<file path="config.mk">
export PLATFORM = sky130hd
export DESIGN_NAME = if_fetch_stage
export DESIGN_NICKNAME = d
export VERILOG_FILES = /design/src/rtl/if_pkg.sv /design/src/rtl/if_skid_buf.sv /design/src/rtl/if_fetch_stage.sv
export SDC_FILE = /design/constraint.sdc
export NUM_CORES = 1
export LEC_CHECK = 0
export BUFFER_PORTS_ARGS = -buffer_cell sky130_fd_sc_hd__buf_2
export CORE_ASPECT_RATIO = 1.1
export CORE_MARGIN = 3
export CORE_UTILIZATION = 29
export CTS_CLUSTER_SIZE = 12
export DETAILED_ROUTE_END_ITERATION = 8
export SYNTH_ARGS = -nofsm -noshare
export SYNTH_HDL_FRONTEND = slang
export SYNTH_SLANG_ARGS = --single-unit
</file>
<file path="constraint.sdc">
create_clock -name clk -period 2.2 [get_ports clk]
set_input_delay 0.44 -clock clk [delete_from_list [all_inputs] [get_ports clk]]
set_output_delay 0.44 -clock clk [all_outputs]
set_load 0.02 [all_outputs]
</file>
<file path="src/rtl/if_pkg.sv">
// ----------------------------------------------------------------------------
// if_pkg
// Shared types and constants for the instruction-fetch stage.
//   if_state_e       : fetch FSM states (FETCH, SKID, DRAIN)
//   NOP_INSTR        : value held in IF/ID after reset
//   OPCODE_MSB/LSB   : opcode field position inside the instruction word
//   RESET_PC_DEFAULT : default PC after reset
//   PC_STEP_DEFAULT  : default byte increment per sequential fetch
// ----------------------------------------------------------------------------
package if_pkg;

    typedef enum logic [1:0] {
        FETCH = 2'd0,
        SKID  = 2'd1,
        DRAIN = 2'd2
    } if_state_e;

    localparam logic [31:0] NOP_INSTR        = 32'h0000_0000;
    localparam int          OPCODE_MSB       = 31;
    localparam int          OPCODE_LSB       = 26;
    localparam int          OPCODE_W         = OPCODE_MSB - OPCODE_LSB + 1;
    localparam logic [31:0] RESET_PC_DEFAULT = 32'h0000_0000;
    localparam logic [31:0] PC_STEP_DEFAULT  = 32'd4;

    // Sequential PC advance; 32-bit add wraps modulo 2^32.
    function automatic logic [31:0] pc_advance(input logic [31:0] pc,
                                               input logic [31:0] step);
        return pc + step;
    endfunction

endpackage

</file>
<file path="src/rtl/if_skid_buf.sv">
// ----------------------------------------------------------------------------
// if_skid_buf
// One-entry holding register for a fetched word that arrived while IF/ID was
// full and stalled. Stores the instruction and its pc_plus4.
//   clk, rst      : clock, synchronous active-high reset
//   load_i        : capture instr_i / pc_plus4_i, entry becomes valid
//   drain_i       : entry has been moved into IF/ID, becomes empty
//   clear_i       : discard entry (redirect); highest priority
//   instr_i       : instruction word to capture
//   pc_plus4_i    : address of that word + step
//   valid_o       : entry holds a word
//   instr_o       : held instruction word
//   pc_plus4_o    : held pc_plus4
// ----------------------------------------------------------------------------
module if_skid_buf
    import if_pkg::*;
(
    input  logic        clk,
    input  logic        rst,
    input  logic        load_i,
    input  logic        drain_i,
    input  logic        clear_i,
    input  logic [31:0] instr_i,
    input  logic [31:0] pc_plus4_i,
    output logic        valid_o,
    output logic [31:0] instr_o,
    output logic [31:0] pc_plus4_o
);

    logic        valid_q;
    logic [31:0] instr_q;
    logic [31:0] pc_plus4_q;

    always_ff @(posedge clk) begin
        if (rst) begin
            valid_q    <= 1'b0;
            instr_q    <= NOP_INSTR;
            pc_plus4_q <= 32'h0;
        end else if (clear_i) begin
            valid_q    <= 1'b0;
        end else if (load_i) begin
            valid_q    <= 1'b1;
            instr_q    <= instr_i;
            pc_plus4_q <= pc_plus4_i;
        end else if (drain_i) begin
            valid_q    <= 1'b0;
        end
    end

    assign valid_o    = valid_q;
    assign instr_o    = instr_q;
    assign pc_plus4_o = pc_plus4_q;

endmodule

</file>
<file path="src/rtl/if_fetch_stage.sv">
// ----------------------------------------------------------------------------
// if_fetch_stage
// Instruction-fetch stage: owns the PC, fetches over a req/ack handshake and
// presents the fetched word in the IF/ID register feeding the control unit.
// Handles downstream stall (one-entry skid buffer), branch redirect, and
// draining of a request that was in flight when a branch arrived.
//
// Handshake: imem_req/imem_addr are registered; once imem_req is high it stays
// high with imem_addr unchanged until a cycle with imem_ack=1, which completes
// the request with imem_rdata valid in that same cycle. IF/ID is consumed on
// a rising edge where instr_valid=1 and stall=0.
//
// Ports:
//   clk, rst         : clock, synchronous active-high reset
//   imem_req         : fetch request
//   imem_addr        : fetch address (current PC)
//   imem_ack         : single-cycle completion
//   imem_rdata       : fetched word, valid with imem_ack
//   stall            : downstream cannot accept IF/ID this edge
//   branch_taken     : one-cycle redirect request
//   branch_target    : redirect PC
//   instr            : IF/ID instruction
//   opcode           : instr[31:26]
//   pc_plus4         : address of instr + PC_STEP
//   instr_valid      : IF/ID holds a real instruction
//   fetch_misalign   : sticky unaligned-branch flag (IF_ALIGN_CHECK_EN only)
//   state_dbg        : current FSM state, for observation only
//
// Build option: define IF_ALIGN_CHECK_EN to add fetch_misalign and force
// branch targets to word alignment.
// ----------------------------------------------------------------------------
module if_fetch_stage
    import if_pkg::*;
#(
    parameter logic [31:0] RESET_PC = RESET_PC_DEFAULT,
    parameter logic [31:0] PC_STEP  = PC_STEP_DEFAULT
) (
    input  logic                clk,
    input  logic                rst,
    output logic                imem_req,
    output logic [31:0]         imem_addr,
    input  logic                imem_ack,
    input  logic [31:0]         imem_rdata,
    input  logic                stall,
    input  logic                branch_taken,
    input  logic [31:0]         branch_target,
    output logic [31:0]         instr,
    output logic [OPCODE_W-1:0] opcode,
    output logic [31:0]         pc_plus4,
    output logic                instr_valid,
`ifdef IF_ALIGN_CHECK_EN
    output logic                fetch_misalign,
`endif
    output if_state_e           state_dbg
);

    if_state_e   state_q;
    logic [31:0] pc_q;
    logic        req_q;
    logic [31:0] instr_q;
    logic [31:0] pc_plus4_q;
    logic        valid_q;
    logic [31:0] redirect_q;
`ifdef IF_ALIGN_CHECK_EN
    logic        misalign_q;
`endif

    logic        ack_v;
    logic        consume;
    logic [31:0] pc_inc;
    logic [31:0] target_eff;
    logic        skid_load;
    logic        skid_drain;
    logic        skid_clear;
    logic        skid_valid;
    logic [31:0] skid_instr;
    logic [31:0] skid_pc_plus4;

    always_comb begin
        // An ack only counts against a request we are actually driving.
        ack_v      = imem_ack && req_q;
        consume    = valid_q && !stall;
        pc_inc     = pc_advance(pc_q, PC_STEP);
`ifdef IF_ALIGN_CHECK_EN
        target_eff = {branch_target[31:2], 2'b00};
`else
        target_eff = branch_target;
`endif
        skid_clear = branch_taken;
        skid_load  = !branch_taken && (state_q == FETCH) && ack_v && valid_q && stall;
        skid_drain = !branch_taken && (state_q == SKID) && skid_valid && consume;
    end

    if_skid_buf u_skid (
        .clk        (clk),
        .rst        (rst),
        .load_i     (skid_load),
        .drain_i    (skid_drain),
        .clear_i    (skid_clear),
        .instr_i    (imem_rdata),
        .pc_plus4_i (pc_inc),
        .valid_o    (skid_valid),
        .instr_o    (skid_instr),
        .pc_plus4_o (skid_pc_plus4)
    );

    always_ff @(posedge clk) begin
        if (rst) begin
            state_q    <= FETCH;
            pc_q       <= RESET_PC;
            req_q      <= 1'b0;
            instr_q    <= NOP_INSTR;
            pc_plus4_q <= 32'h0;
            valid_q    <= 1'b0;
            redirect_q <= 32'h0;
`ifdef IF_ALIGN_CHECK_EN
            misalign_q <= 1'b0;
`endif
        end else if (branch_taken) begin
            // Redirect beats stall and ack. Whatever is in IF/ID or the
            // skid buffer belongs to the wrong path.
            valid_q <= 1'b0;
            req_q   <= 1'b1;
            if (req_q && !ack_v) begin
                // Memory still owes us a word for the old address: keep
                // asking for it, throw it away, then jump.
                state_q    <= DRAIN;
                redirect_q <= target_eff;
            end else begin
                state_q <= FETCH;
                pc_q    <= target_eff;
            end
`ifdef IF_ALIGN_CHECK_EN
            if (branch_target[1:0] != 2'b00) begin
                misalign_q <= 1'b1;
            end
`endif
        end else begin
            case (state_q)
                FETCH: begin
                    if (ack_v) begin
                        pc_q <= pc_inc;
                        if (!valid_q || !stall) begin
                            instr_q    <= imem_rdata;
                            pc_plus4_q <= pc_inc;
                            valid_q    <= 1'b1;
                            req_q      <= 1'b1;
                        end else begin
                            // Word parked in the skid buffer; stop fetching
                            // until IF/ID frees up.
                            state_q <= SKID;
                            req_q   <= 1'b0;
                        end
                    end else begin
                        if (consume) begin
                            valid_q <= 1'b0;
                        end
                        // Also raises req on the first cycle after reset.
                        req_q <= 1'b1;
                    end
                end
                SKID: begin
                    if (consume) begin
                        instr_q    <= skid_instr;
                        pc_plus4_q <= skid_pc_plus4;
                        valid_q    <= 1'b1;
                        state_q    <= FETCH;
                        req_q      <= 1'b1;
                    end
                end
                DRAIN: begin
                    if (ack_v) begin
                        pc_q    <= redirect_q;
                        state_q <= FETCH;
                    end
                end
                default: begin
                    state_q <= FETCH;
                    req_q   <= 1'b1;
                end
            endcase
        end
    end

    assign imem_req    = req_q;
    assign imem_addr   = pc_q;
    assign instr       = instr_q;
    assign opcode      = instr_q[OPCODE_MSB:OPCODE_LSB];
    assign pc_plus4    = pc_plus4_q;
    assign instr_valid = valid_q;
    assign state_dbg   = state_q;
`ifdef IF_ALIGN_CHECK_EN
    assign fetch_misalign = misalign_q;
`endif

endmodule

</file>
==> results by group, run 1 <==
Run status
  • Status: finished, final reports clean

Drt
  • DR pass1 iterations: 5
  • WL per Instance: 16.7 um
  • Via Count: 8528
  • WL final: 27600 um
  • Avg Vias per Cell: 5.15
  • # DRC: 0
  • Post-route ant nets: 0
  • Starting DRT DRC Count: 693

Synthesis
  • Post-synth EDFFs: 0
  • Post-synth ARST share: 0%
  • Syn Area/Cell: 7.81 um2
  • FF+latch count, synth: 196
  • Net Count, Synth: 1187
  • Top FF cell, synth: dfxtp_1
  • Mapped Cells: 1117
  • Seq/Total Area, Yosys: 45.0%
  • Netlist cell types: 57
  • Synth warn: 0
  • Synthesized cell area: 8720 um2

Clock tree
  • CTS sink cnt: 196
  • CTS clk-pin slew, worst paths: 0.08 ns
  • Clock buffer depth: 2
  • Cts-stage hold buffer count: 0
  • CTS tree: done
  • CTS root buffer: clkbuf_16
  • H-tree levels: 4
  • CTS Buf Count: 17
  • Clk_lat worst skew: 0.44 ns

Worst setup path
  • Crit-path leading delay family: simple AND/OR/NAND/NOR gates
  • Top cell by count, worst path: or4_4
  • CP max FO: 7
  • Cell Chain, Critical Path: nand3_1 -> or4_4 -> or4_4 -> xor2_1 -> o22ai_1
  • Slowest stage delay, CP: 0.51 ns
  • Worst path buffer plus inverter count: 0
  • CP max-delay cell: or4_4
  • WP data required: 2.50 ns
  • Crit start category: flop
  • CP Class: flop to flop
  • Crit end category: flop
  • Worst EP arrival: 2.38 ns

Layout
  • ANT cells: 0
  • Layout Cells excl Fill: 1655
  • Final #Nets: 1344
  • Fill count: 3002
  • Most frequent cells in the layout: nand2_1, dfxtp_1, buf_2, a21oi_1, nor2_1
  • Area Growth Syn to Fin: 24.9%
  • Share of cells above drive strength 1: 22.3%
  • Most common cell after layout, fill and taps aside: nand2_1

Timing
  • Setup Skew: 0.0169 ns
  • Tightest Pin Transition: 0.548 ns
  • Slew Viols, Final: 0
  • Final Hold Fails: 0
  • Slew margin rel.: 63.5%
  • Fmax: 480 MHz
  • Fin crit period: 2.08 ns
  • RSZ-0062 raised after global routing: no
  • Crit share post-route: 94.7%
  • Setup violations, final: 0
  • Setup TNS: 0 ns

Job
  • Total of max-cap violations: 0

Placement
  • GPL Wtd Cong: 0.850
  • Port-buffer cells: 174
  • Dpl cells: 1622
  • Hpwl dp: 19300 um

Pwr
  • PwrDens: 740 nW/um2
  • Worst VDD drop: 0.442 mV
  • Leakage: 4.23 nW
  • Total Power: 0.00806 W

Worst hold path
  • Worst Hold Class: primary input to flop

Global routing
  • Tot GR Track Use: 16.8%
  • First-pass GRT wire length: 43700 um
  • Initial antenna violation count: 0
  • Vias in the first global route: 7666
  • GRT busiest layer: met2
  • GRT met3 Usage: 3.23%
  • Pin count of the biggest net entering global routing: 74
  • Congestion Overflow GR: 0
  • GR Util met2: 25.8%
  • Met1 Use GR: 24.5%

Floorplan
  • Cell row count: 65
  • Core area: 29100 um2
  • Die Width: 171 um
  • Initial core utilization: 30.0%
  • Die height: 188 um
  • Boundary pin count: 175
  • Die area: 32200 um2
-- synth_stat cells (all sizes together), types with 2 or more instances --
cell / instances / area, um2
o32ai: 6 / 52.6
and3: 15 / 93.8
dfxtp: 196 / 3920
a221oi: 6 / 52.6
or4: 7 / 60.1
o221ai: 3 / 26.3
nor2b: 4 / 25.0
nand4: 17 / 113
a222oi: 4 / 40.0
a221o: 8 / 80.1
a21oi: 122 / 611
nand2: 252 / 946
a22o: 3 / 26.3
a211oi: 20 / 150
a22oi: 9 / 67.6
clkbuf: 83 / 312
o21a: 2 / 15.0
xor2: 11 / 96.3
a311oi: 36 / 315
a21o: 2 / 15.0
nor2: 103 / 387
a31oi: 10 / 62.6
nand2b: 10 / 62.6
xnor2: 14 / 123
nor4: 8 / 71.3
or2: 2 / 12.5
mux2i: 4 / 40.0
inv: 13 / 48.8
o21ai: 34 / 170
o31a: 5 / 43.8
o22ai: 7 / 43.8
buf: 18 / 104
o211ai: 13 / 97.6
and4: 5 / 43.8
nand3: 19 / 100
nor3: 30 / 150
or3: 3 / 18.8
-- per-layer routing --
metal | vias up | wire length (um)
met4 | 0 | 350
met2 | 270 | 12400
met1 | 3966 | 13200
met5 | - | 0
li1 | 4269 | -
met3 | 23 | 1740
-- worst min-delay path, cell delays in order --
cell and delay, ns:
buf_2 0.11, nand2_1 0.05, a21oi_1 0.05
-- area by class of cell --
| class | instances | area, um2 | share of cell area (%) |
|---|---|---|---|
| Clock buffer | 20 | 447 | 4.10 |
| Clock inverter | 12 | 166 | 1.53 |
| Inverter | 13 | 48.8 | 0.448 |
| Multi-Input combinational cell | 807 | 4370 | 40.1 |
| Sequential cell | 196 | 3930 | 36.0 |
| Tap cell | 368 | 460 | 4.23 |
| Timing Repair Buffer | 239 | 1480 | 13.6 |
-- metrics by stage --
step | util (%) | hold WS, ns | setup slack (ns) | instance area (um2)
after floorplan | - | 0.436 | 0.00321 | 8720
after global placement | 35.3 | 0.440 | 0.182 | 10300
after detailed placement | 35.3 | 0.443 | 0.146 | 10300
after CTS | 37.4 | 0.228 | 0.141 | 10900
after global routing | 37.4 | 0.234 | 0.00912 | 10900
final | 37.4 | 0.246 | 0.116 | 10900
-- kinds of logic after synthesis --
| logic type | count (synthesis) | synth area share, % |
|---|---|---|
| simple gates | 478 | 24.2 |
| mux | 5 | 0.588 |
| compound gates | 298 | 22.3 |
| fa+ha+maj | 1 | 0.143 |
| xor+xnor | 25 | 2.51 |
| flops | 196 | 45.0 |
| buf+inv | 114 | 5.32 |
-- path summary, 6_finish.rpt --
kind,cells past startpoint,slack [ns],end,start
max,5,0.12,pc_plus4[31],imem_addr[7]
min,3,0.25,redirect_q[14],branch_target[14]
max reg2reg,5,0.12,pc_plus4[31],imem_addr[7]
min reg2reg,2,0.45,pc_plus4[11],pc_plus4[11]
-- power by group --
part | leakage, nW | internal (W) | switching [W] | total [W]
Clock | 0.298 | 0.00185 | 0.00145 | 0.00330
Sequential | 1.59 | 0.00366 | 0.0000998 | 0.00376
Combinational | 2.34 | 0.000362 | 0.000639 | 0.00100
-- sequential cells by signal, summed over array words and instances (netlist names) --
name,flops
u_skid.pc_plus4_o,32
redirect_q,32
instr_valid,1
u_skid.instr_o,32
imem_req,1
instr,32
pc_plus4,32
imem_addr,32
state_dbg,2
-- what timing repair did --
item | 4_1_cts | 5_1_grt
buffers inserted | 0 | 1
endpoints found under the setup margin | 0 | 1
resized for setup | 0 | 1
(Power assumes the default switching activity.)
==> run 2: changes to the inputs <==
clock period = 2.61 ns   (was 2.2 ns; I/O delays follow)
==> run 2 against run 1 <==
Compared with the run above:
- clock skew shrank 0.0011 ns
- clock power shrank 20%
- via count shrank 1.3%
- flip-flop and latch count is the same
- combinational power shrank 20%
- critical path type unchanged
- critical endpoint is now pc_plus4[27]
- largest cell class unchanged
==> results by group, run 2 (same netlist as run 1, synthesis figures left out) <==
Global routing
  • Pin count of the biggest net entering global routing: 176
  • First-pass GRT wire length: 43300 um
  • Vias in the first global route: 7690
  • Tot GR Track Use: 16.6%
  • Congestion Overflow GR: 0
  • Initial antenna violation count: 1

Worst setup path
  • Crit start category: flop
  • Worst r2r src: imem_addr[16]
  • FF-to-FF path depth: 5
  • WP data required: 2.90 ns
  • CP Class: flop to flop
  • Worst R2R Setup Slack: 0.34 ns
  • CP max FO: 7
  • Reg2reg end: pc_plus4[27]
  • Worst EP arrival: 2.56 ns
  • Crit end category: flop

Drt
  • WL per Instance: 16.8 um
  • Starting DRT DRC Count: 755
  • DR pass1 iterations: 5
  • Via Count: 8416
  • Avg Vias per Cell: 5.18
  • # DRC: 0
  • Post-route ant nets: 0
  • WL final: 27300 um

Floorplan
  • Boundary pin count: 175
  • Core area: 29100 um2
  • Initial core utilization: 30.0%
  • Die Width: 171 um
  • Cell row count: 65
  • Die area: 32200 um2
  • Die height: 188 um

Pwr
  • Worst VDD drop: 0.424 mV
  • PwrDens: 626 nW/um2
  • Leakage: 4.06 nW

Layout
  • Most frequent cells in the layout: nand2_1, dfxtp_1, buf_2, a21oi_1, nor2_1
  • Layout Cells excl Fill: 1626
  • Area Growth Syn to Fin: 21.4%
  • FF+latch area: 3920 um2
  • Most common cell after layout, fill and taps aside: nand2_1
  • Area occupied by multi-input gates: 4360 um2
  • Fill count: 3120
  • Fin area: 10600 um2
  • ANT cells: 0
  • Share of cells above drive strength 1: 20.5%
  • Final #Nets: 1315

Timing
  • Setup Skew: 0.0158 ns
  • Tightest Pin Transition: 1.18 ns
  • Slew margin rel.: 21.2%
  • Hold slack: 0.329 ns
  • RSZ-0062 raised after global routing: no
  • Final Hold Fails: 0
  • Crit share post-route: 87.1%
  • Fmax: 440 MHz
  • Setup violations, final: 0
  • Setup TNS: 0 ns
  • Slew Viols, Final: 0
  • Fin crit period: 2.27 ns

Clock tree
  • H-tree levels: 4
  • Post-cts sizing count: 0
  • CTS tree: done
  • Clock buffer depth: 2
  • CTS clk-pin slew, worst paths: 0.08 ns
  • CTS sink cnt: 196
  • Cts-stage hold buffer count: 0
  • Clk_lat worst skew: 0.43 ns
  • CTS Buf Count: 17
  • Setup Fix Bufs, Post-CTS: 0
  • CTS root buffer: clkbuf_16

Job
  • Total of max-cap violations: 0

Worst hold path
  • Hold Startpoint: branch_target[29]
  • Worst Hold Class: primary input to flop
  • Cells on Worst Hold Path: 3
  • Worst Hold End: redirect_q[29]

Placement
  • Cell Area, Placed: 10000 um2
  • Dpl cells: 1594
  • GPL Wtd Cong: 0.868
  • Hpwl dp: 18800 um
  • Port-buffer cells: 174

Run status
  • Status: finished, final reports clean
-- run 2: cell types whose count changed in the layout (fill, tap and decap cells not counted), sizes merged --
cell / before / now
buf: 239 / 210
bufinv: 3 / 1
clkinv: 3 / 5
clkinvlp: 1 / 2
inv: 18 / 17
-- run 2: routing by layer --
layer  vias up  GRT usage [%]  wire length (um)  part of all wire [%]
li1       4203              -                 -                     -
met1      3900           24.8             13200                    48
met2       289           24.5             11900                    44
met3        22           3.27              1820                   6.7
met4         2           4.18               362                   1.3
met5         -              0                 9                 0.033
-- run 2: report_power, final --
group / internal (W) / switching [W] / leakage, nW / total (W)
Clock: 0.00141 / 0.00123 / 0.285 / 0.00264
Sequential: 0.00309 / 0.000100 / 1.59 / 0.00319
Combinational: 0.000282 / 0.000517 / 2.18 / 0.000799
Total: 0.00478 / 0.00185 / 4.06 / 0.00663
-- run 2: area by class of cell --
| cell class | instances | share of cell area [%] |
|---|---|---|
| inverter | 13 | 0.461 |
| tap | 368 | 4.35 |
| multi-input combinational | 807 | 41.2 |
| sequential | 196 | 37.0 |
| clock inverter | 12 | 1.12 |
| timing repair buffer | 210 | 11.4 |
| clock buffer | 20 | 4.41 |
-- run 2: worst max-delay path, stage by stage, from the launching register on --
cell and delay [ns]:
dfxtp_1 0.50, nand4_1 0.24, nor2_1 0.46, nand4_1 0.35, xnor2_1 0.44, o22ai_1 0.14
-- run 2: per-stage QoR --
stage          util, %  power (W)  setup slack, ns
2_1_floorplan        -    0.00373            0.376
3_3_place_gp      34.4    0.00405            0.353
3_5_place_dp      34.4    0.00406            0.342
4_1_cts           36.4    0.00672            0.323
5_1_grt           36.4    0.00694            0.139
6_report          36.4    0.00663            0.336
-- run 2: how the worst max path moves through the flow --
stage / startpoint / to / cells past startpoint
CTS: imem_addr[9] / pc_plus4[31] / 5
global route: imem_addr[16] / pc_plus4[27] / 5
global placement: branch_taken / imem_addr[10] / 5
floorplan: imem_addr[8] / pc_plus4[31] / 6
detailed placement: imem_addr[9] / pc_plus4[31] / 5
finish: imem_addr[16] / pc_plus4[27] / 5
==> run 3: changes to the inputs <==
MAX_ROUTING_LAYER = met4   (was not set)
==> run 3 against run 2 <==
Compared with the run above:
- utilization barely moved
- clock skew increased by 0.0025 ns
- worst setup slack worse by 0.042 ns
- sequential power barely moved
- combinational power about the same
- global-route usage is 0.51 points higher
- largest power group unchanged
==> results by group, run 3 (same netlist as run 1, synthesis figures left out) <==
Layout
  • Final #Nets: 1315
  • Share of cells above drive strength 1: 20.5%
  • Most common cell after layout, fill and taps aside: nand2_1
  • Most frequent cells in the layout: nand2_1, dfxtp_1, buf_2, a21oi_1, nor2_1
  • Area Growth Syn to Fin: 21.5%
  • Fin util: 36.4%

Timing
  • Tightest Pin Transition: 1.20 ns
  • Fin crit period: 2.32 ns
  • Slew margin rel.: 19.4%
  • Setup Skew: 0.0183 ns
  • Crit share post-route: 88.8%
  • Final Hold Fails: 0
  • Setup violations, final: 0
  • Setup ws final: 0.293 ns
  • Fmax: 432 MHz
  • Setup TNS: 0 ns
  • Slew Viols, Final: 0
  • RSZ-0062 raised after global routing: no

Drt
  • WL final: 27400 um
  • Via Count: 8425
  • WL per Instance: 16.8 um
  • # DRC: 0
  • Starting DRT DRC Count: 707
  • DR pass1 iterations: 5
  • Avg Vias per Cell: 5.18
  • Post-route ant nets: 0

Pwr
  • P_int: 0.00478 W
  • Combinational power share: 12.1%
  • Switching power share of the total: 27.9%
  • Leakage: 4.06 nW
  • Register share of total power: 48.0%
  • Worst VDD drop: 0.428 mV
  • PwrDens: 626 nW/um2
  • Clk network pwr share: 39.9%
  • Net Sw Power: 0.00185 W

Floorplan
  • Cell row count: 65
  • Initial core utilization: 30.0%
  • Die height: 188 um
  • Boundary pin count: 175
  • Core area: 29100 um2
  • Die area: 32200 um2
  • Die Width: 171 um

Placement
  • Post-Place Worst Slack: 0.342 ns
  • Hpwl dp: 18800 um
  • GPL Wtd Cong: 0.883
  • Port-buffer cells: 174

Worst setup path
  • Crit start category: flop
  • CP Class: flop to flop
  • Worst EP arrival: 2.60 ns
  • Crit end category: flop
  • WP data required: 2.90 ns
  • CP max FO: 7

Clock tree
  • Clock buffer depth: 2
  • CTS root buffer: clkbuf_16
  • Clk_lat worst skew: 0.44 ns
  • CTS clk-pin slew, worst paths: 0.08 ns
  • Setup Fix Bufs, Post-CTS: 0
  • Cts-stage hold buffer count: 0
  • CTS Buf Count: 17
  • CTS sink cnt: 196
  • CTS tree: done
  • H-tree levels: 4
  • Post-cts sizing count: 0

Global routing
  • First-pass GRT wire length: 43300 um
  • Pin count of the biggest net entering global routing: 176
  • Tot GR Track Use: 17.1%
  • Met1 Use GR: 25.0%
  • Congestion Overflow GR: 0
  • GR Util met2: 24.6%
  • GRT busiest layer: met1
  • GRT met3 Usage: 2.93%
  • Initial antenna violation count: 1
  • Vias in the first global route: 7678

Run status
  • Status: finished, final reports clean

Worst hold path
  • Worst Hold Class: primary input to flop

Job
  • Total of max-cap violations: 0
==> run 3: layer usage <==
layer	wire length, um	up-vias
met5	0	-
met4	348	0
met3	1590	21
met2	11900	281
met1	13500	3917
li1	-	4206
==> run 3: final cells by class <==
cell class                 instances  area [um2]
inverter                          13        48.8
tap                              368         460
timing repair buffer             210        1210
multi-input combinational        807        4360
antenna                            1        2.50
fill                            3119       18500
sequential                       196        3920
clock inverter                    12         119
clock buffer                      20         467
==> run 3: stage by stage <==
step           cell area [um2]  cells  power [W]  hold WS (ns)
3_3_place_gp             10000   1594    0.00405         0.439
5_1_grt                  10600   1627    0.00694         0.319
3_5_place_dp             10000   1594    0.00406         0.444
2_1_floorplan             8720   1117    0.00373         0.436
6_report                 10600   1627    0.00663         0.325
4_1_cts                  10600   1626    0.00672         0.310
==> run 3: worst max-delay path, stage by stage, from the launching register on <==
cell and delay (ns):
dfxtp_1 0.51, nand4_1 0.24, nor2_1 0.46, nand4_1 0.35, xnor2_1 0.47, o22ai_1 0.14
==> run 3: final timing paths <==
check | start | to | slack [ns] | cells after the start
worst max register to register | imem_addr[16] | pc_plus4[27] | 0.29 | 5
worst max-delay path | imem_addr[16] | pc_plus4[27] | 0.29 | 5
worst min register to register | pc_plus4[13] | pc_plus4[13] | 0.45 | 2
worst min-delay path | branch_target[29] | redirect_q[29] | 0.32 | 3
==> run 3: power groups by stage <==
stage	Clock, W	Combinational (W)	Sequential (W)
after floorplan	0	0.000405	0.00332
final	0.00265	0.000800	0.00319
after CTS	0.00273	0.000802	0.00319
after detailed placement	0	0.000800	0.00326
after global routing	0.00286	0.000878	0.00320
after global placement	0	0.000796	0.00325
